[src/rtl/uart_pkg.sv]
`default_nettype none
// ============================================================================
//  Module      : uart_pkg
//  Description : Shared UART definitions: receiver state encoding, default
//                frame geometry and the even-parity helper used by both the
//                receiver and the transmitter.
//  Contents    : OVERSAMPLE_DEFAULT, DATA_BITS_DEFAULT, rx_state_e,
//                even_parity()
//  Revision    : 1.0 - initial release
// ============================================================================
package uart_pkg;

  localparam int OVERSAMPLE_DEFAULT = 16;  // clk cycles per bit
  localparam int DATA_BITS_DEFAULT  = 8;   // payload bits per frame

  typedef enum logic [2:0] {
    IDLE   = 3'd0,
    START  = 3'd1,
    DATA   = 3'd2,
    PARITY = 3'd3,
    STOP   = 3'd4,
    BREAK  = 3'd5
  } rx_state_e;

  // Even parity: the parity bit that makes the total count of ones even.
  // Payloads narrower than 32 bits are zero-extended, which leaves the XOR
  // reduction unchanged.
  function automatic logic even_parity(input logic [31:0] bits);
    return ^bits;
  endfunction

endpackage : uart_pkg
`default_nettype wire

[src/rtl/sync_2ff.sv]
`default_nettype none
// ============================================================================
//  Module      : sync_2ff
//  Description : Two-flop synchronizer for a single asynchronous bit.
//  Parameters  : RESET_VAL - value both flops take during reset
//  Ports       : clk   in  destination clock
//                rst_n in  asynchronous active-low reset
//                d     in  asynchronous input
//                q     out synchronized output (two clk of latency)
//  Revision    : 1.0 - initial release
// ============================================================================
module sync_2ff #(
  parameter logic RESET_VAL = 1'b1
) (
  input  logic clk,
  input  logic rst_n,
  input  logic d,
  output logic q
);

  logic meta_q;
  logic sync_q;

  always_ff @(posedge clk or negedge rst_n) begin
    if (!rst_n) begin
      meta_q <= RESET_VAL;
      sync_q <= RESET_VAL;
    end else begin
      meta_q <= d;
      sync_q <= meta_q;
    end
  end

  assign q = sync_q;

endmodule : sync_2ff
`default_nettype wire

[src/rtl/uart_rx.sv]
`default_nettype none
// ============================================================================
//  Module      : uart_rx
//  Description : 8N1 UART receiver, LSB first, OVERSAMPLE clk per bit.
//                Detects the start bit, samples each data bit at its centre,
//                checks the stop bit and strobes the byte out for one cycle.
//                A low stop bit reports frame_err and waits for the line to
//                return high before listening again.
//  Macro       : UART_RX_PARITY_EN - adds an even-parity bit between data
//                and stop, plus the parity_err output.
//  Parameters  : OVERSAMPLE (even, >= 4), DATA_BITS
//  Ports       : clk           in  oversampling clock
//                rst_n         in  asynchronous active-low reset
//                data_in       in  serial line, asynchronous, idle high
//                data_received out last good byte
//                received      out one-cycle strobe on data_received update
//                frame_err     out one-cycle strobe on low stop bit
//                busy          out high whenever not IDLE
//                parity_err    out (macro only) strobe alongside received
//  Revision    : 1.0 - initial release
// ============================================================================
module uart_rx
  import uart_pkg::*;
#(
  parameter int OVERSAMPLE = OVERSAMPLE_DEFAULT,
  parameter int DATA_BITS  = DATA_BITS_DEFAULT
) (
  input  logic                 clk,
  input  logic                 rst_n,
  input  logic                 data_in,
  output logic [DATA_BITS-1:0] data_received,
  output logic                 received,
  output logic                 frame_err,
  output logic                 busy
`ifdef UART_RX_PARITY_EN
  ,
  output logic                 parity_err
`endif
);

  localparam int CNT_W = $clog2(OVERSAMPLE);
  localparam int BIT_W = $clog2(DATA_BITS + 1);

  localparam logic [CNT_W-1:0] c_cnt_half = CNT_W'(OVERSAMPLE / 2 - 1);
  localparam logic [CNT_W-1:0] c_cnt_last = CNT_W'(OVERSAMPLE - 1);
  localparam logic [BIT_W-1:0] c_bit_last = BIT_W'(DATA_BITS - 1);

  logic rx_s;

  rx_state_e             state_q,     state_d;
  logic [CNT_W-1:0]      cnt_q,       cnt_d;
  logic [BIT_W-1:0]      bitn_q,      bitn_d;
  logic [DATA_BITS-1:0]  shift_q,     shift_d;
  logic [DATA_BITS-1:0]  data_q,      data_d;
  logic                  received_q,  received_d;
  logic                  frame_err_q, frame_err_d;
`ifdef UART_RX_PARITY_EN
  logic                  par_bit_q,    par_bit_d;
  logic                  parity_err_q, parity_err_d;
`endif

  sync_2ff #(
    .RESET_VAL (1'b1)
  ) u_sync (
    .clk   (clk),
    .rst_n (rst_n),
    .d     (data_in),
    .q     (rx_s)
  );

  always_ff @(posedge clk or negedge rst_n) begin
    if (!rst_n) begin
      state_q      <= IDLE;
      cnt_q        <= '0;
      bitn_q       <= '0;
      shift_q      <= '0;
      data_q       <= '0;
      received_q   <= 1'b0;
      frame_err_q  <= 1'b0;
`ifdef UART_RX_PARITY_EN
      par_bit_q    <= 1'b0;
      parity_err_q <= 1'b0;
`endif
    end else begin
      state_q      <= state_d;
      cnt_q        <= cnt_d;
      bitn_q       <= bitn_d;
      shift_q      <= shift_d;
      data_q       <= data_d;
      received_q   <= received_d;
      frame_err_q  <= frame_err_d;
`ifdef UART_RX_PARITY_EN
      par_bit_q    <= par_bit_d;
      parity_err_q <= parity_err_d;
`endif
    end
  end

  always_comb begin
    state_d      = state_q;
    cnt_d        = cnt_q + 1'b1;
    bitn_d       = bitn_q;
    shift_d      = shift_q;
    data_d       = data_q;
    received_d   = 1'b0;
    frame_err_d  = 1'b0;
`ifdef UART_RX_PARITY_EN
    par_bit_d    = par_bit_q;
    parity_err_d = 1'b0;
`endif

    unique case (state_q)
      IDLE: begin
        cnt_d = '0;
        if (!rx_s) state_d = START;
      end

      // Re-check the line half a bit in so short glitches are rejected.
      START: begin
        if (cnt_q == c_cnt_half) begin
          cnt_d = '0;
          if (!rx_s) begin
            state_d = DATA;
            bitn_d  = '0;
          end else begin
            state_d = IDLE;
          end
        end
      end

      // Right shift with entry at the MSB: the first bit lands in bit 0.
      DATA: begin
        if (cnt_q == c_cnt_last) begin
          cnt_d   = '0;
          shift_d = {rx_s, shift_q[DATA_BITS-1:1]};
          bitn_d  = bitn_q + 1'b1;
          if (bitn_q == c_bit_last) begin
`ifdef UART_RX_PARITY_EN
            state_d = PARITY;
`else
            state_d = STOP;
`endif
          end
        end
      end

`ifdef UART_RX_PARITY_EN
      PARITY: begin
        if (cnt_q == c_cnt_last) begin
          cnt_d     = '0;
          par_bit_d = rx_s;
          state_d   = STOP;
        end
      end
`endif

      // Leaving at the stop-bit centre gives half a bit of margin to catch
      // a back-to-back start edge.
      STOP: begin
        if (cnt_q == c_cnt_last) begin
          cnt_d = '0;
          if (rx_s) begin
            data_d     = shift_q;
            received_d = 1'b1;
`ifdef UART_RX_PARITY_EN
            parity_err_d = even_parity(32'(shift_q)) ^ par_bit_q;
`endif
            state_d    = IDLE;
          end else begin
            frame_err_d = 1'b1;
            state_d     = BREAK;
          end
        end
      end

      // A held-low line must not be mistaken for a stream of start bits.
      BREAK: begin
        cnt_d = '0;
        if (rx_s) state_d = IDLE;
      end

      default: begin
        cnt_d   = '0;
        state_d = IDLE;
      end
    endcase
  end

  assign data_received = data_q;
  assign received      = received_q;
  assign frame_err     = frame_err_q;
  assign busy          = (state_q != IDLE);
`ifdef UART_RX_PARITY_EN
  assign parity_err    = parity_err_q;
`endif

endmodule : uart_rx
`default_nettype wire

[config.mk]
export PLATFORM = sky130hd
export DESIGN_NAME = uart_rx
export DESIGN_NICKNAME = d
export VERILOG_FILES = /design/src/rtl/uart_pkg.sv /design/src/rtl/sync_2ff.sv /design/src/rtl/uart_rx.sv
export SDC_FILE = /design/constraint.sdc
export NUM_CORES = 1
export LEC_CHECK = 0
export BUFFER_PORTS_ARGS = -buffer_cell sky130_fd_sc_hd__buf_2
export CORE_MARGIN = 5
export CORE_UTILIZATION = 60
export CTS_CLUSTER_DIAMETER = 200
export DETAILED_ROUTE_END_ITERATION = 8
export GPL_TIMING_DRIVEN = 0
export PLACE_DENSITY = 0.81
export RECOVER_POWER = 25
export REMOVE_ABC_BUFFERS = 1
export SLEW_MARGIN = 10
export SYNTH_ARGS = -nofsm -noshare
export SYNTH_HDL_FRONTEND = slang
export SYNTH_SLANG_ARGS = --single-unit
[constraint.sdc]
create_clock -name clk -period 3.8 [get_ports clk]
set_input_delay 0.19 -clock clk [delete_from_list [all_inputs] [get_ports clk]]
set_output_delay 0.19 -clock clk [all_outputs]
set_load 0.1 [all_outputs]
==> out/metrics.cfg <==
[status]
status = finished with violations
failed_checks = capacitance limit, slew limit

[detailed_routing]
vias_per_cell = 5.68
routed_wl_um = 2290
dr.pass1.iters = 5
route.detailed.drc = 0
routed-via-count = 886
wire_per_inst_um = 14.7
drt_iter0_drc = 22
postRouteAntennaNets = 0

[power_and_ir_drop]
power_density_nw_per_um2 = 528
p_int_uw = 574
ir_worst_vdd_v = 0.000395
power_switching_uw = 247
p_clk_share_pct = 31.9
swShare_pct = 30.1
seqPwrFrac_pct = 48.8
p_leak_nw = 0.799
p_comb_share_pct = 19.4

[timing]
setup_violations = 0
tightest_slew_ps = 1550
clock_skew_ps = 5.23
max-slew-margin-rel_pct = -3.50
fmax_ghz = 0.582
maxSlewViolCount = 32
period_minus_slack_ps = 1720
rsz0062_at_grt = no
layout_setup_ws_ps = 2080
fin_crit_sh_pct = 45.2
setup_tns_ps = 0
hold_violations = 0

[place]
dp_slack_ps = 2110
gp_congestion = 0.756
numPortBuffers = 13
place_hpwl_um = 1590

[global_routing]
grt_usage_pct = 16.1
grt.overflow.total = 0
grt_max_degree = 32
grt_pass1_wl_um = 4020
grt_pass1_vias = 872
antenna_found_initial = 0

[floorplanning]
die_height_um = 57.9
start_util_pct = 62.7
core-area_um2 = 2190
die_area_um2 = 3350
io_pins = 14
die_w_um = 57.9
fp-row-count = 17

[yosys]
yosysWarnings = 0
yosysTopAreaCell = dfrtp_1
ys_types = 33
netlist_instances = 110
yosysSeqAreaShare_pct = 56.6
synth_area_leaders = dfrtp_1 (53%), mux2_2 (13%), dfstp_2 (3.8%)
syn-cell-area_um2 = 1370
syn_area_per_cell_um2 = 12.5
synth.top_cell.area_share_pct = 52.8
ys_ff_latch = 31

[critical_path]
start_kind = flop
crit_arrival_ps = 1530
crit_fanout = 13
crit_type = reg -> out
worst-path-buf-inv = 1
critical_path_required_ps = 3610
crit_chain = or3_1 > buf_2
path_delay_family = flip-flops
end_kind = output pin
max_stage_delay_ps = 550
critPathSlowestCell = dfrtp_1

[clock_tree]
path_clk_slew_ps = 90
tritoncts = done
htreeDepth = 2
clkSinkCount = 31
clk_latency_ps = 320
numCtsBuffers = 5
cts_buffer_depth = 2
postCtsSetupBuffers = 0
cts_resized = 0
cts_root_buf = clkbuf_4

[cells_and_area]
fin_nets = 132
syn2layout_area_growth_pct = 13.3
drive_gt1_share_pct = 34.4
diodes = 0
utilization_pct = 71.0

[min_path]
hold_path.class = reg -> reg

[run]
cap_violations = 1

-- registers in the layout (all words and copies together), names as in the netlist --
name           count
bitn_q             4
cnt_q              4
data_received      8
frame_err          1
received           1
shift_q            8
state_q            3
u_sync.meta_q      1
u_sync.q           1
-- area by class of cell --
class / count / area [um^2]
fillers: 159 / 634
well taps: 28 / 35.0
multi-input cells: 69 / 554
flip-flops and latches: 31 / 778
inverters: 5 / 18.8
repair buffers: 15 / 83.8
clock inverters: 2 / 35.0
clock buffers: 6 / 51.3
-- stage by stage --
step	hold WS, ps	instance area [um^2]	power (mW)	std cells
after floorplan	-106	1350	0.524	105
after global placement	250	1450	0.555	146
after detailed placement	265	1450	0.564	146
after CTS	364	1560	0.830	156
after global routing	371	1560	0.872	156
final	361	1560	0.821	156
-- power by group through the flow --
stage / Combinational [mW] / Sequential [mW] / Clock (mW)
global placement: 0.152 / 0.403 / 0
global route: 0.178 / 0.405 / 0.289
finish: 0.159 / 0.401 / 0.262
detailed placement: 0.158 / 0.406 / 0
floorplan: 0.129 / 0.395 / 0
CTS: 0.161 / 0.399 / 0.269
-- cell usage after synthesis, drive strengths merged --
cell type and instances:
nor4b 1, nand2 3, clkbuf 4, and3b 2, dfrtp 29, xnor2 1, nand3b 3, dfstp 2
nor3 3, a31o 1, mux2i 1, nor2 6, a21oi 4, nand3 4, nor3b 1, a221o 1
inv 5, o2111ai 1, buf 1, and3 4, o211a 1, o21a 1, ha 2, or3 1
o211ai 1, nand4 2, o21ai 4, xor2 2, nor2b 2, mux2 16, o21ba 1
-- kinds of logic (layout without fill, tap and decap cells) --
kind of cell             after synthesis  count (layout)  share of synthesized area, %
flip-flops                            31              31                          56.6
AO/OA/AOI/OAI                         15              15                          7.47
multiplexers                          17              17                          13.8
buffers and inverters                 10              28                          3.01
AND/OR/NAND/NOR                       32              32                          15.3
XOR/XNOR                               3               3                          1.91
adder cells (fa/ha/maj)                2               2                          1.82
-- final timing paths --
kind,startpoint,to,slack (ps),cells past startpoint
max,state_q[2],busy,2080,2
min,u_sync.meta_q,u_sync.q,360,0
max reg2reg,cnt_q[0],data_received[6],2100,4
min reg2reg,u_sync.meta_q,u_sync.q,360,0
max in group asynchronous,rst_n,cnt_q[0],2120,2
min in group asynchronous,rst_n,state_q[1],780,2
-- layer usage --
| metal | GRT usage, % | up-vias | wire length (um) |
|---|---|---|---|
| met4 | 7.95 | 0 | 53 |
| met2 | 25.0 | 24 | 1090 |
| met3 | 5.35 | 8 | 127 |
| met5 | 0 | - | 0 |
| li1 | - | 427 | - |
| met1 | 20.0 | 427 | 1020 |
-- placed cells by master (no fill, tap or decap), types with 4 or more instances in the layout --
cell,count
dfrtp_1,29
mux2_2,16
buf_2,12
nor2_1,6
inv_1,5
clkbuf_4,5
and3_1,4
a21oi_1,4
nand3_1,4
o21ai_0,4
-- repair_timing --
item,CTS,global route
endpoints found under the hold margin,30,0
hold buffers,2,0
setup endpoints to repair,0,0
No activity file was read; power rests on OpenSTA's default activity.
